$ cat src/rtl/addition_normalize_pkg.sv
// Shared definitions for the single-precision adder datapath stages.
// Holds the default field widths, the all-ones exponent and the
// normalizer FSM state encoding so every stage agrees on them.
package addition_normalize_pkg;

    localparam int FPU_MENT_WIDTH = 23;   // fraction width, hidden bit excluded
    localparam int FPU_EXPO_WIDTH = 8;    // biased exponent width
    localparam logic [FPU_EXPO_WIDTH-1:0] FPU_EXPO_MAX = '1;  // Inf/NaN exponent

    typedef enum logic [1:0] {
        ST_IDLE  = 2'd0,
        ST_EVAL  = 2'd1,
        ST_SHIFT = 2'd2,
        ST_DONE  = 2'd3
    } norm_state_t;

endpackage

$ cat src/rtl/addition_normalize_if.sv
// Handshake bundle between the mantissa adder, the normalizer and the
// downstream rounding stage. slave = normalizer side, master = the side
// that supplies operands and consumes results.
interface addition_normalize_if #(
    parameter int MENT_WIDTH = addition_normalize_pkg::FPU_MENT_WIDTH,
    parameter int EXPO_WIDTH = addition_normalize_pkg::FPU_EXPO_WIDTH
);
    // operand side
    logic                   in_valid;
    logic                   in_ready;
    logic [MENT_WIDTH+1:0]  sum_ment_in;   // {carry, hidden, fraction}
    logic [EXPO_WIDTH-1:0]  expo_in;
    logic                   sign_in;
    // result side
    logic                   out_valid;
    logic                   out_ready;
    logic [MENT_WIDTH-1:0]  ment_out;
    logic [EXPO_WIDTH-1:0]  expo_out;
    logic                   sign_out;
    logic                   overflow_out;
    logic                   underflow_out;
    logic                   zero_out;

    modport slave (
        input  in_valid, sum_ment_in, expo_in, sign_in, out_ready,
        output in_ready, out_valid, ment_out, expo_out, sign_out,
               overflow_out, underflow_out, zero_out
    );

    modport master (
        output in_valid, sum_ment_in, expo_in, sign_in, out_ready,
        input  in_ready, out_valid, ment_out, expo_out, sign_out,
               overflow_out, underflow_out, zero_out
    );

endinterface

$ cat src/rtl/addition_normalize.sv
// Purpose: renormalize the raw adder sum (one right shift on carry, or one left shift per cycle), adjust and saturate the exponent.
// Latency: 2 + k cycles from accept to out_valid (k = left shifts), +1 when the underflow clamp fires; max MENT_WIDTH+2.
// Backpressure: in_ready only in IDLE; result held stable in DONE until out_ready; one idle cycle between operations.
//
// Ports: clk, rst_n (synchronous, active low), bus (slave modport) carrying
// in_valid/in_ready/sum_ment_in/expo_in/sign_in and
// out_valid/out_ready/ment_out/expo_out/sign_out/overflow_out/underflow_out/zero_out.
module addition_normalize
    import addition_normalize_pkg::*;
#(
    parameter int MENT_WIDTH = FPU_MENT_WIDTH,
    parameter int EXPO_WIDTH = FPU_EXPO_WIDTH
) (
    input  logic                clk,
    input  logic                rst_n,
    addition_normalize_if.slave bus
);

    localparam int MW = MENT_WIDTH + 2;
    localparam logic [EXPO_WIDTH-1:0] EXPO_ALL1 = '1;
    // A carry at this exponent or above would land on the Inf/NaN code.
    localparam logic [EXPO_WIDTH-1:0] EXPO_OVF  = EXPO_ALL1 - 1'b1;
    localparam logic [EXPO_WIDTH-1:0] EXPO_ONE  = EXPO_WIDTH'(1);

    norm_state_t            state;
    logic [MW-1:0]          ment_r;
    logic [EXPO_WIDTH-1:0]  expo_r;
    logic                   sign_r;
    logic                   ovf_r;
    logic                   udf_r;
    logic                   zero_r;
    logic                   in_ready_r;
    logic                   out_valid_r;

    logic carry_bit;
    logic hidden_bit;
    logic below_hidden;

    assign carry_bit    = ment_r[MW-1];
    assign hidden_bit   = ment_r[MENT_WIDTH];
    // When this bit is set the current left shift is the last one needed.
    assign below_hidden = ment_r[MENT_WIDTH-1];

    always_ff @(posedge clk) begin
        if (!rst_n) begin
            state       <= ST_IDLE;
            ment_r      <= '0;
            expo_r      <= '0;
            sign_r      <= 1'b0;
            ovf_r       <= 1'b0;
            udf_r       <= 1'b0;
            zero_r      <= 1'b0;
            in_ready_r  <= 1'b1;
            out_valid_r <= 1'b0;
        end else begin
            case (state)
                ST_IDLE: begin
                    if (bus.in_valid) begin
                        ment_r     <= bus.sum_ment_in;
                        expo_r     <= bus.expo_in;
                        sign_r     <= bus.sign_in;
                        ovf_r      <= 1'b0;
                        udf_r      <= 1'b0;
                        zero_r     <= 1'b0;
                        in_ready_r <= 1'b0;
                        state      <= ST_EVAL;
                    end
                end

                ST_EVAL: begin
                    if (ment_r == '0) begin
                        expo_r      <= '0;
                        zero_r      <= 1'b1;
                        out_valid_r <= 1'b1;
                        state       <= ST_DONE;
                    end else if (carry_bit && (expo_r >= EXPO_OVF)) begin
                        // Saturate to infinity: max exponent, empty fraction.
                        expo_r                 <= EXPO_ALL1;
                        ment_r[MENT_WIDTH-1:0] <= '0;
                        ovf_r                  <= 1'b1;
                        out_valid_r            <= 1'b1;
                        state                  <= ST_DONE;
                    end else if (carry_bit) begin
                        ment_r      <= ment_r >> 1;
                        expo_r      <= expo_r + 1'b1;
                        out_valid_r <= 1'b1;
                        state       <= ST_DONE;
                    end else if (hidden_bit) begin
                        out_valid_r <= 1'b1;
                        state       <= ST_DONE;
                    end else begin
                        state <= ST_SHIFT;
                    end
                end

                ST_SHIFT: begin
                    if (expo_r <= EXPO_ONE) begin
                        // No exponent left to trade: stop as a denormal.
                        expo_r      <= '0;
                        udf_r       <= 1'b1;
                        out_valid_r <= 1'b1;
                        state       <= ST_DONE;
                    end else begin
                        ment_r <= ment_r << 1;
                        expo_r <= expo_r - 1'b1;
                        if (below_hidden) begin
                            out_valid_r <= 1'b1;
                            state       <= ST_DONE;
                        end
                    end
                end

                ST_DONE: begin
                    if (bus.out_ready) begin
                        out_valid_r <= 1'b0;
                        in_ready_r  <= 1'b1;
                        state       <= ST_IDLE;
                    end
                end

                default: begin
                    out_valid_r <= 1'b0;
                    in_ready_r  <= 1'b1;
                    state       <= ST_IDLE;
                end
            endcase
        end
    end

    assign bus.in_ready      = in_ready_r;
    assign bus.out_valid     = out_valid_r;
    assign bus.ment_out      = ment_r[MENT_WIDTH-1:0];
    assign bus.expo_out      = expo_r;
    assign bus.sign_out      = sign_r;
    assign bus.overflow_out  = ovf_r;
    assign bus.underflow_out = udf_r;
    assign bus.zero_out      = zero_r;

endmodule

$ cat src/flat_wrapper.sv
// flat-port wrapper written by rule: the top's interface ports become plain ports
module addition_normalize_flat import addition_normalize_pkg::*;
#(
    parameter int MENT_WIDTH = FPU_MENT_WIDTH,
    parameter int EXPO_WIDTH = FPU_EXPO_WIDTH
)
  (clk, rst_n, bus_in_valid, bus_sum_ment_in, bus_expo_in, bus_sign_in, bus_out_ready, bus_in_ready, bus_out_valid, bus_ment_out, bus_expo_out, bus_sign_out, bus_overflow_out, bus_underflow_out, bus_zero_out);
  addition_normalize_if #(.MENT_WIDTH(MENT_WIDTH), .EXPO_WIDTH(EXPO_WIDTH)) bus_i ();
  input  logic clk;
  input  logic rst_n;
  input wire logic [$bits(bus_i.in_valid)-1:0] bus_in_valid;
  input wire logic [$bits(bus_i.sum_ment_in)-1:0] bus_sum_ment_in;
  input wire logic [$bits(bus_i.expo_in)-1:0] bus_expo_in;
  input wire logic [$bits(bus_i.sign_in)-1:0] bus_sign_in;
  input wire logic [$bits(bus_i.out_ready)-1:0] bus_out_ready;
  output wire logic [$bits(bus_i.in_ready)-1:0] bus_in_ready;
  output wire logic [$bits(bus_i.out_valid)-1:0] bus_out_valid;
  output wire logic [$bits(bus_i.ment_out)-1:0] bus_ment_out;
  output wire logic [$bits(bus_i.expo_out)-1:0] bus_expo_out;
  output wire logic [$bits(bus_i.sign_out)-1:0] bus_sign_out;
  output wire logic [$bits(bus_i.overflow_out)-1:0] bus_overflow_out;
  output wire logic [$bits(bus_i.underflow_out)-1:0] bus_underflow_out;
  output wire logic [$bits(bus_i.zero_out)-1:0] bus_zero_out;
  assign bus_i.in_valid = bus_in_valid;
  assign bus_i.sum_ment_in = bus_sum_ment_in;
  assign bus_i.expo_in = bus_expo_in;
  assign bus_i.sign_in = bus_sign_in;
  assign bus_i.out_ready = bus_out_ready;
  assign bus_in_ready = bus_i.in_ready;
  assign bus_out_valid = bus_i.out_valid;
  assign bus_ment_out = bus_i.ment_out;
  assign bus_expo_out = bus_i.expo_out;
  assign bus_sign_out = bus_i.sign_out;
  assign bus_overflow_out = bus_i.overflow_out;
  assign bus_underflow_out = bus_i.underflow_out;
  assign bus_zero_out = bus_i.zero_out;
  addition_normalize #(.MENT_WIDTH(MENT_WIDTH), .EXPO_WIDTH(EXPO_WIDTH)) u_core (.clk(clk), .rst_n(rst_n), .bus(bus_i));
endmodule
$ cat config.mk
export PLATFORM = sky130hd
export DESIGN_NAME = addition_normalize_flat
export DESIGN_NICKNAME = d
export VERILOG_FILES = /design/src/rtl/addition_normalize_pkg.sv /design/src/rtl/addition_normalize_if.sv /design/src/rtl/addition_normalize.sv /design/src/flat_wrapper.sv
export SDC_FILE = /design/constraint.sdc
export NUM_CORES = 1
export LEC_CHECK = 0
export ABC_AREA = 1
export CAP_MARGIN = 20
export CORE_ASPECT_RATIO = 1.1
export CORE_UTILIZATION = 34
export DETAILED_ROUTE_END_ITERATION = 8
export GPL_ROUTABILITY_DRIVEN = 0
export PLACE_DENSITY_LB_ADDON = 0.1
export SETUP_SLACK_MARGIN = 0.1
export SLEW_MARGIN = 25
export SYNTH_ARGS = -nofsm -noshare
export SYNTH_HDL_FRONTEND = slang
export SYNTH_SLANG_ARGS = --single-unit
$ cat constraint.sdc
create_clock -name clk -period 1.6 [get_ports clk]
set_input_delay 0.32 -clock clk [delete_from_list [all_inputs] [get_ports clk]]
set_output_delay 0.32 -clock clk [all_outputs]
set_load 0.02 [all_outputs]
; ---- Word-level counts from Yosys, hierarchy flattened
; Index checks and enable logic that the tools add are counted.
[op_classes]
mux = 40
n_shift = 0
reduce_logical = 19
order_cmp = 2
eq_ne = 16
div_mod_pow = 0
n_addsub = 2
mul = 0
bitwise = 0
[ops]
columns = operator, count
row1 = $mux W25, 3
row2 = $pmux W25 S3, 1
row3 = $mux W8, 5
row4 = $logic_not A25 Y1, 1
row5 = $mux W24, 1
row6 = $pmux W8 S3, 1
row7 = $mux W23, 1
row8 = $mux W1, 15
row9 = $reduce_and A3 Y1, 5
row10 = $mux W2, 7
row11 = $ne A2 B2 Y1 const B, 5
row12 = $reduce_and A5 Y1, 2
row13 = $add A8 B1 Y8 const B, 1
row14 = $ge A8 B8 Y1 const B, 1
row15 = $le A8 B1 Y1 const B, 1
row16 = $ne A2 B1 Y1 const B, 4
row17 = $pmux W1 S2, 4
row18 = $pmux W2 S4, 1
row19 = $reduce_and A4 Y1, 2
row20 = $sub A8 B1 Y8 const B, 1
row21 = $ne A3 B1 Y1 const B, 2
row22 = $reduce_and A6 Y1, 1
row23 = $reduce_bool A2 Y1, 3
row24 = $reduce_bool A3 Y1, 2
row25 = other kinds (8), 9
[word_totals]
ram_bits = 0
out_inout_bits = 37
elab_cells = 90
latch_bits = 0
inputBits = 38
reg_bits = 41
memories = 0
romBits = 0

; ---- Depth between registers and ports, before layout
; Gate-level depths: netlist of the first run.
[depth]
depth_word = 5
mapped_depth = 13
mapped_depth_nobuf = 13

; ---- Least setup slack after synthesis of the first run
; OpenSTA, ideal clock, no wires.
[synth_path]
path_type = reg2reg
from = reg u_core.expo_r[0] (netlist: u_core.bus.expo_out[0])
to = reg u_core.ment_r[19]
setup_ns = 0.112
required_time_ns = 1.488
synth_period_minus_slack_ns = 1.765
t_arrival_ns = 1.653
stages_incl_launch_ff = 10
path_buffers = 1
path_slack_ns = -0.165
cell_sequence = dfxtp_1 inv_1 ha_1 o21ai_1 nor2_2 nand2_2 nand3_4 buf_6 nor2_1 nor2_1
[synth_between]
elab_chain_cells = 5
elab_cells_between_ends = 9
cone_classes = order compare (2) / eq/ne (2) / mux (3) / reduce/logical (2)
[synth_rtl]
columns = item, line
row1 = "start, declared", addition_normalize.sv:27  ; logic [EXPO_WIDTH-1:0] expo_r;
row2 = "start signal, assigned", addition_normalize.sv:60  ; expo_r <= bus.expo_in;
row3 = "start signal, assigned", addition_normalize.sv:85  ; expo_r <= expo_r + 1'b1;
row4 = "start signal, assigned", addition_normalize.sv:105  ; expo_r <= expo_r - 1'b1;
row5 = $ge A8 B8 Y1, addition_normalize.sv:76  ; end else if (carry_bit && (expo_r >= EXPO_OVF)) begin
row6 = $logic_and A1 B1 Y1, addition_normalize.sv:76
row7 = $mux W23, addition_normalize.sv:76
row8 = $mux W25, addition_normalize.sv:71  ; if (ment_r == '0) begin
row9 = $pmux W25 S3, addition_normalize.sv:56  ; case (state)
row10 = "end signal, assigned", addition_normalize.sv:59  ; ment_r <= bus.sum_ment_in;
row11 = "end signal, assigned", addition_normalize.sv:84  ; ment_r <= ment_r >> 1;
row12 = "end signal, assigned", addition_normalize.sv:104  ; ment_r <= ment_r << 1;
row13 = "end, declared", addition_normalize.sv:26  ; logic [MW-1:0] ment_r;
; Parallel ways exist; a longest one is shown, timed or not. The select of a mux whose other input is x is not followed.
; A chain may end at the register's enable or synchronous reset.

; ---- Final worst setup path of the first run
[layout_path]
from = reg u_core.expo_r[0] (netlist: u_core.bus.expo_out[0])
to = reg u_core.ment_r[3]
; Same word-level chain as after synthesis.

==> results.py, run 1 <==
metrics = {
    "yosys": {
        "synth-adder-area-share": 0.0317,
        "synth_compound_area_frac": 0.115,
        "postSynth.asyncResetShare": 0,
        "synthMuxAreaShare": 0,
        "yosysTopAreaCell": "dfxtp_1",
        "syn-num-nets": 558,
        "ys_seq_area_frac": 0.260,
        "synth_commonest_cells": "nand2_1, nor2_1, inv_1",
        "synth_top_family_by_area": "simple AND/OR/NAND/NOR gates",
        "yosysWarnings": 0,
        "synth_simple_gate_area_share": 0.411,
        "synthFlopType": "dfxtp_1",
        "synth_top_cell_area_share": 0.260,
        "synth_edf_count": 0,
        "syn_inst": 512,
        "synth_area_leaders": "dfxtp_1, nand2_1, nor2_1",
        "synth_area_per_cell_sq_um": 6.18,
        "synth_xor_xnor_area_share": 0.00831,
        "ys_types": 29,
        "ys_seq_elements": 41,
        "netlist_area_sq_mm": 0.00316,
        "synth.most_common_cell": "nand2_1",
    },
    "sta": {
        "worstMarginPinSlew_ns": 0.332,
        "finClkSkew_ns": 0.0133,
        "post-route-min-period_ns": 1.70,
        "setup_viol": 19,
        "finalWorstSetupSlack_ns": -0.0953,
        "rsz0062_at_grt": "true",
        "timing_hold_violations_final": 0,
        "fin_setup_tns_ns": -0.995,
        "fmax_mhz": 590,
        "post-route-period-util": 1.06,
        "relSlewSlack": 0.776,
        "holdWs_ns": 0.478,
        "maxSlewViolCount": 0,
    },
    "outcome": {
        "violations": "negative setup slack",
        "status": "complete, but fails checks",
    },
    "pwr": {
        "p_clk_frac": 0.091,
        "ir_drop_mv": 0.809,
        "power.internal_mw": 5.77,
        "power.density_mw_per_mm2": 2070,
        "p_comb_frac": 0.748,
        "switchingPower_mw": 5.25,
        "p_leak_nw": 2.44,
        "p_sw_frac": 0.476,
        "seqPwrFrac": 0.161,
    },
    "worst_setup_path": {
        "r2r_end": "u_core.ment_r[3]",
        "start_kind": "register",
        "r2r_setup_slack_ns": -0.1,
        "cp.arrival_ns": 1.89,
        "ff2ff_path_depth": 11,
        "path_class": "register to register",
        "cp.required_ns": 1.80,
        "critPathCaptureType": "register",
        "worstPathMaxFanout": 7,
        "r2r_start": "u_core.bus.expo_out[0]",
    },
    "floorplanning": {
        "rows": 36,
        "dieArea_sq_mm": 0.00969,
        "start_util": 0.353,
        "chipHeight_microns": 103,
        "die_w_microns": 93.9,
        "boundaryPins": 75,
        "coreArea_sq_mm": 0.00896,
    },
    "layout": {
        "drive_gt1_frac": 0.407,
        "top_register": "u_core.ment_r",
        "post-route-util": 0.594,
        "largest_reg_flops": 25,
        "num-nets-final": 666,
        "diodes": 0,
        "fill_cells": 815,
        "area_growth_pct": 68.5,
    },
    "clock_network": {
        "cts_hold_buf": 0,
        "clk_pin_slew_ns": 0.10,
        "cts_tree": "built",
        "ctsLongestPathBuffers": 2,
        "cts_made_buffers": 5,
        "clk_latency_ns": 0.30,
        "cts.sinks": 41,
        "root_buffer": "clkbuf_8",
        "htreeDepth": 2,
    },
    "global_route": {
        "grt_max_degree": 27,
        "grt_usage": 0.223,
        "grt_pass1_vias": 3537,
        "antenna_found_initial": 0,
        "grt-ovfl-total": 0,
        "grt_pass1_wl_microns": 16900,
    },
    "detailed_routing": {
        "viasPerCell": 4.91,
        "dr.pass1.iters": 4,
        "wirelength_microns": 10600,
        "wire_per_inst_microns": 14.4,
        "drtIter0Drc": 93,
        "vias": 3607,
        "route.detailed.drc": 0,
        "final_antenna_net_count": 0,
    },
    "placed_design": {
        "hpwl_microns": 6710,
        "io_buffers": 74,
        "dp_slack_ns": -0.0742,
    },
    "hold_path": {
        "worstHoldEndpoint": "u_core.bus.zero_out",
        "min_from": "u_core.bus.zero_out",
        "holdPathStages": 2,
        "hold_path_class": "register to register",
    },
    "flow_run": {
        "cap_viol_max_count": 0,
    },
}
## stage by stage
stage               power (mW)  instances  instance area (sq um)
floorplan                 5.62        512                   3200
global placement          7.28        697                   4110
detailed placement        7.33        697                   4110
CTS                       10.5        727                   5050
global route              11.8        735                   5330
finish                    11.0        735                   5330
## layout by cell type, fill, tap and decap left out, types with 2 or more instances in the layout
cell and count:
nand2_1 117, a21oi_1 10, a21oi_2 3, buf_12 7
o221ai_4 7, inv_2 14, nand3_4 4, nor2_1 61
nor2_2 18, nand3_1 11, inv_1 38, o221ai_2 7
nand4_1 5, inv_4 4, clkdlybuf4s50_1 37, ha_2 2
nor2_4 26, o221ai_1 8, nand3_2 17, ha_4 6
buf_16 5, o21ai_1 3, dfxtp_4 3, buf_4 49
dfxtp_1 29, clkbuf_8 5, buf_6 9, nand2_2 35
o21ai_2 5, inv_6 3, buf_8 2, dfxtp_2 9
dlygate4sd2_1 36, nand2_4 6, o21ai_0 8
## power by group through the flow
stage,combinational (mW),sequential (mW),clock [mW]
after CTS,7.71,1.74,1.02
after floorplan,3.86,1.76,0
after detailed placement,5.59,1.74,0
final,8.24,1.78,1.00
after global routing,8.95,1.82,1.06
after global placement,5.55,1.73,0
## logic make-up (layout without fill, tap and decap cells)
logic type | Yosys count | count (layout)
buf+inv | 104 | 212
compound gates | 54 | 54
xor+xnor | 3 | 3
simple gates | 302 | 303
flops | 41 | 41
fa+ha+maj | 8 | 8
## cell type report
type                            count  area, sq um  share of cell area
Multi-Input combinational cell    368         2500               0.470
Timing Repair Buffer              146         1470               0.276
Sequential cell                    41          843               0.158
Inverter                           58          238              0.0446
Tap cell                          114          143              0.0268
Clock buffer                        6         93.8              0.0176
Clock inverter                      2         38.8             0.00728
## repair_timing
item	in CTS	in global routing
buffers inserted	15	9
pin swaps	59	30
cloned	7	0
setup endpoints to repair	76	42
resized for setup	174	73
## worst max-delay path by stage
stage / cells past startpoint / slack, ns / start / end
3_3_place_gp: 8 / -0.07 / bus_in_valid / u_core.ment_r[13]
6_report: 11 / -0.1 / u_core.bus.expo_out[0] / u_core.ment_r[3]
4_1_cts: 11 / -0.07 / u_core.state[0] / u_core.ment_r[4]
2_1_floorplan: 9 / 0.10 / u_core.bus.expo_out[0] / u_core.ment_r[21]
3_5_place_dp: 8 / -0.07 / bus_in_valid / u_core.ment_r[13]
5_1_grt: 12 / -0.17 / u_core.bus.expo_out[0] / u_core.ment_r[10]
## worst max-delay path: stages (launching register included)
cell and delay, ns:
dfxtp_4 0.42, inv_6 0.05, ha_4 0.16, o21ai_2 0.15
nor2_2 0.08, nand2_2 0.09, nand3_4 0.10, buf_12 0.14
buf_8 0.12, buf_16 0.14, nor2_2 0.09, nor2_1 0.04
## per-layer routing
metal	vias to the layer above	GRT usage	wire length [microns]
li1	1817	-	-
met1	1695	0.252	4360
met2	87	0.427	5740
met3	8	0.0295	386
met4	0	0.0793	112
met5	-	0	0
(Power assumes the default switching activity.)
==> inputs of run 2 (changes only) <==
==> constraint.sdc (replaced) <==
create_clock -name clk -period 1.9 [get_ports clk]
set_input_delay 0.38 -clock clk [delete_from_list [all_inputs] [get_ports clk]]
set_output_delay 0.38 -clock clk [all_outputs]
set_load 0.02 [all_outputs]
==> results.py, run 2 (synthesized netlist as in run 1, its figures left out) <==
metrics = {
    "layout": {
        "area_growth_pct": 26.2,
        "finalNonFillerCells": 675,
        "mostFrequentLayoutCell": "nand2_1",
        "largest_reg_flops": 25,
        "num-nets-final": 606,
        "top_register": "u_core.ment_r",
        "diodes": 0,
        "fill_cells": 989,
        "layout_common_cells": "nand2_1, nor2_1, clkdlybuf4s50_1",
        "drive_gt1_frac": 0.109,
        "final_area_sq_mm": 0.00399,
    },
    "clock_network": {
        "ctsLongestPathBuffers": 2,
        "clk_pin_slew_ns": 0.09,
        "cts_made_buffers": 5,
        "htreeDepth": 2,
        "clk_latency_ns": 0.30,
        "cts.sinks": 41,
        "cts_hold_buf": 0,
        "cts_tree": "built",
        "cts_resized": 4,
        "root_buffer": "clkbuf_8",
        "cts_setup_buffers": 0,
    },
    "pwr": {
        "p_leak_nw": 1.93,
        "switchingPower_mw": 3.17,
        "power.internal_mw": 3.14,
        "seqPwrFrac": 0.229,
        "ir_drop_mv": 0.608,
        "power_mw": 6.31,
        "power.density_mw_per_mm2": 1580,
        "p_comb_frac": 0.677,
        "p_sw_frac": 0.503,
        "p_clk_frac": 0.094,
    },
    "worst_setup_path": {
        "cp.depth": 1,
        "r2r_end": "u_core.ment_r[4]",
        "slowest_stage": "clkdlybuf4s50_1",
        "crit_family": "buffers and inverters",
        "critPathCaptureType": "output port",
        "worstPathMaxFanout": 8,
        "worst_path_largest_cell_delay_ns": 0.63,
        "cp.arrival_ns": 1.35,
        "start_kind": "register",
        "cp_cell_sequence": "clkdlybuf4s50_1",
        "r2r_setup_slack_ns": 0.24,
        "r2r_start": "u_core.state[1]",
        "crit_start": "u_core.bus.expo_out[3]",
        "worst-path-buf-inv": 1,
        "path_class": "register to output port",
        "cp.required_ns": 1.52,
        "ff2ff_path_depth": 10,
    },
    "placed_design": {
        "io_buffers": 74,
        "dp_cells": 667,
        "hpwl_microns": 6330,
        "dpl-instance-area_sq_mm": 0.00386,
    },
    "flow_run": {
        "cap_viol_max_count": 0,
    },
    "floorplanning": {
        "start_util": 0.353,
        "chipHeight_microns": 103,
        "die_w_microns": 93.9,
        "dieArea_sq_mm": 0.00969,
        "coreArea_sq_mm": 0.00896,
        "rows": 36,
        "boundaryPins": 75,
    },
    "detailed_routing": {
        "viasPerCell": 4.83,
        "route.detailed.drc": 0,
        "dr.pass1.iters": 5,
        "final_antenna_net_count": 0,
        "drtIter0Drc": 81,
        "wirelength_microns": 8720,
        "wire_per_inst_microns": 12.9,
        "vias": 3259,
    },
    "global_route": {
        "grt_pass1_vias": 3000,
        "grt_max_degree": 47,
        "antenna_found_initial": 0,
        "grt-ovfl-total": 0,
        "grt_usage": 0.185,
        "grt_pass1_wl_microns": 14000,
    },
    "sta": {
        "post-route-min-period_ns": 1.73,
        "setup_viol": 0,
        "timing_hold_violations_final": 0,
        "finClkSkew_ns": 0.00838,
        "post-route-period-util": 0.911,
        "relSlewSlack": 0.788,
        "fin_setup_tns_ns": 0,
        "rsz0062_at_grt": "false",
        "maxSlewViolCount": 0,
        "fmax_mhz": 578,
        "worstMarginPinSlew_ns": 0.318,
    },
    "hold_path": {
        "min_from": "u_core.bus.zero_out",
        "hold_path_class": "register to register",
        "holdPathStages": 2,
        "worstHoldEndpoint": "u_core.bus.zero_out",
    },
    "outcome": {
        "status": "completed",
    },
}
run 2: changes by cell type in the layout (fill, tap and decap cells not counted), sizes merged:
cell	delta
nand2	-1
buf	-59
inv	-1
bufinv	-1
clkbuf	-1
clkinv	+2
clkdlybuf4s50	+30
dlymetal6s2s	+7
dlygate4sd2	-36
run 2: cell type report:
cell class / instances / area, sq um / share of cell area
Clock inverter: 2 / 10.0 / 0.00251
Sequential cell: 41 / 826 / 0.207
Clock buffer: 6 / 72.6 / 0.0182
Timing Repair Buffer: 87 / 906 / 0.227
Inverter: 58 / 218 / 0.0546
Multi-Input combinational cell: 367 / 1810 / 0.455
Tap cell: 114 / 143 / 0.0358
run 2: worst max path at each step:
stage	end	slack, ns
floorplan	u_core.ment_r[19]	0.14
global placement	u_core.bus.expo_out[1]	0.16
detailed placement	u_core.bus.expo_out[5]	0.13
CTS	bus_expo_out[7]	0.10
global route	u_core.ment_r[5]	0.11
finish	bus_expo_out[3]	0.17
run 2: power groups by stage:
stage	clock network, mW	logic, mW	registers [mW]
CTS	0.609	4.27	1.45
detailed placement	0	4.25	1.46
global route	0.656	4.79	1.49
finish	0.593	4.27	1.45
floorplan	0	3.22	1.47
global placement	0	4.20	1.46
run 2: routing by layer:
layer / routed length [microns] / up-vias / global-route usage
met5: 0 / - / 0
met4: 115 / 0 / 0.0509
met3: 456 / 9 / 0.0339
met2: 4290 / 80 / 0.344
met1: 3860 / 1482 / 0.216
li1: - / 1688 / -
run 2: per-stage QoR:
| stage | hold slack, ns | util | setup slack, ns |
|---|---|---|---|
| 2_1_floorplan | 0.482 | - | 0.135 |
| 3_3_place_gp | 0.465 | 0.430 | 0.158 |
| 3_5_place_dp | 0.462 | 0.430 | 0.134 |
| 4_1_cts | 0.477 | 0.440 | 0.105 |
| 5_1_grt | 0.516 | 0.445 | 0.111 |
| 6_report | 0.477 | 0.445 | 0.169 |
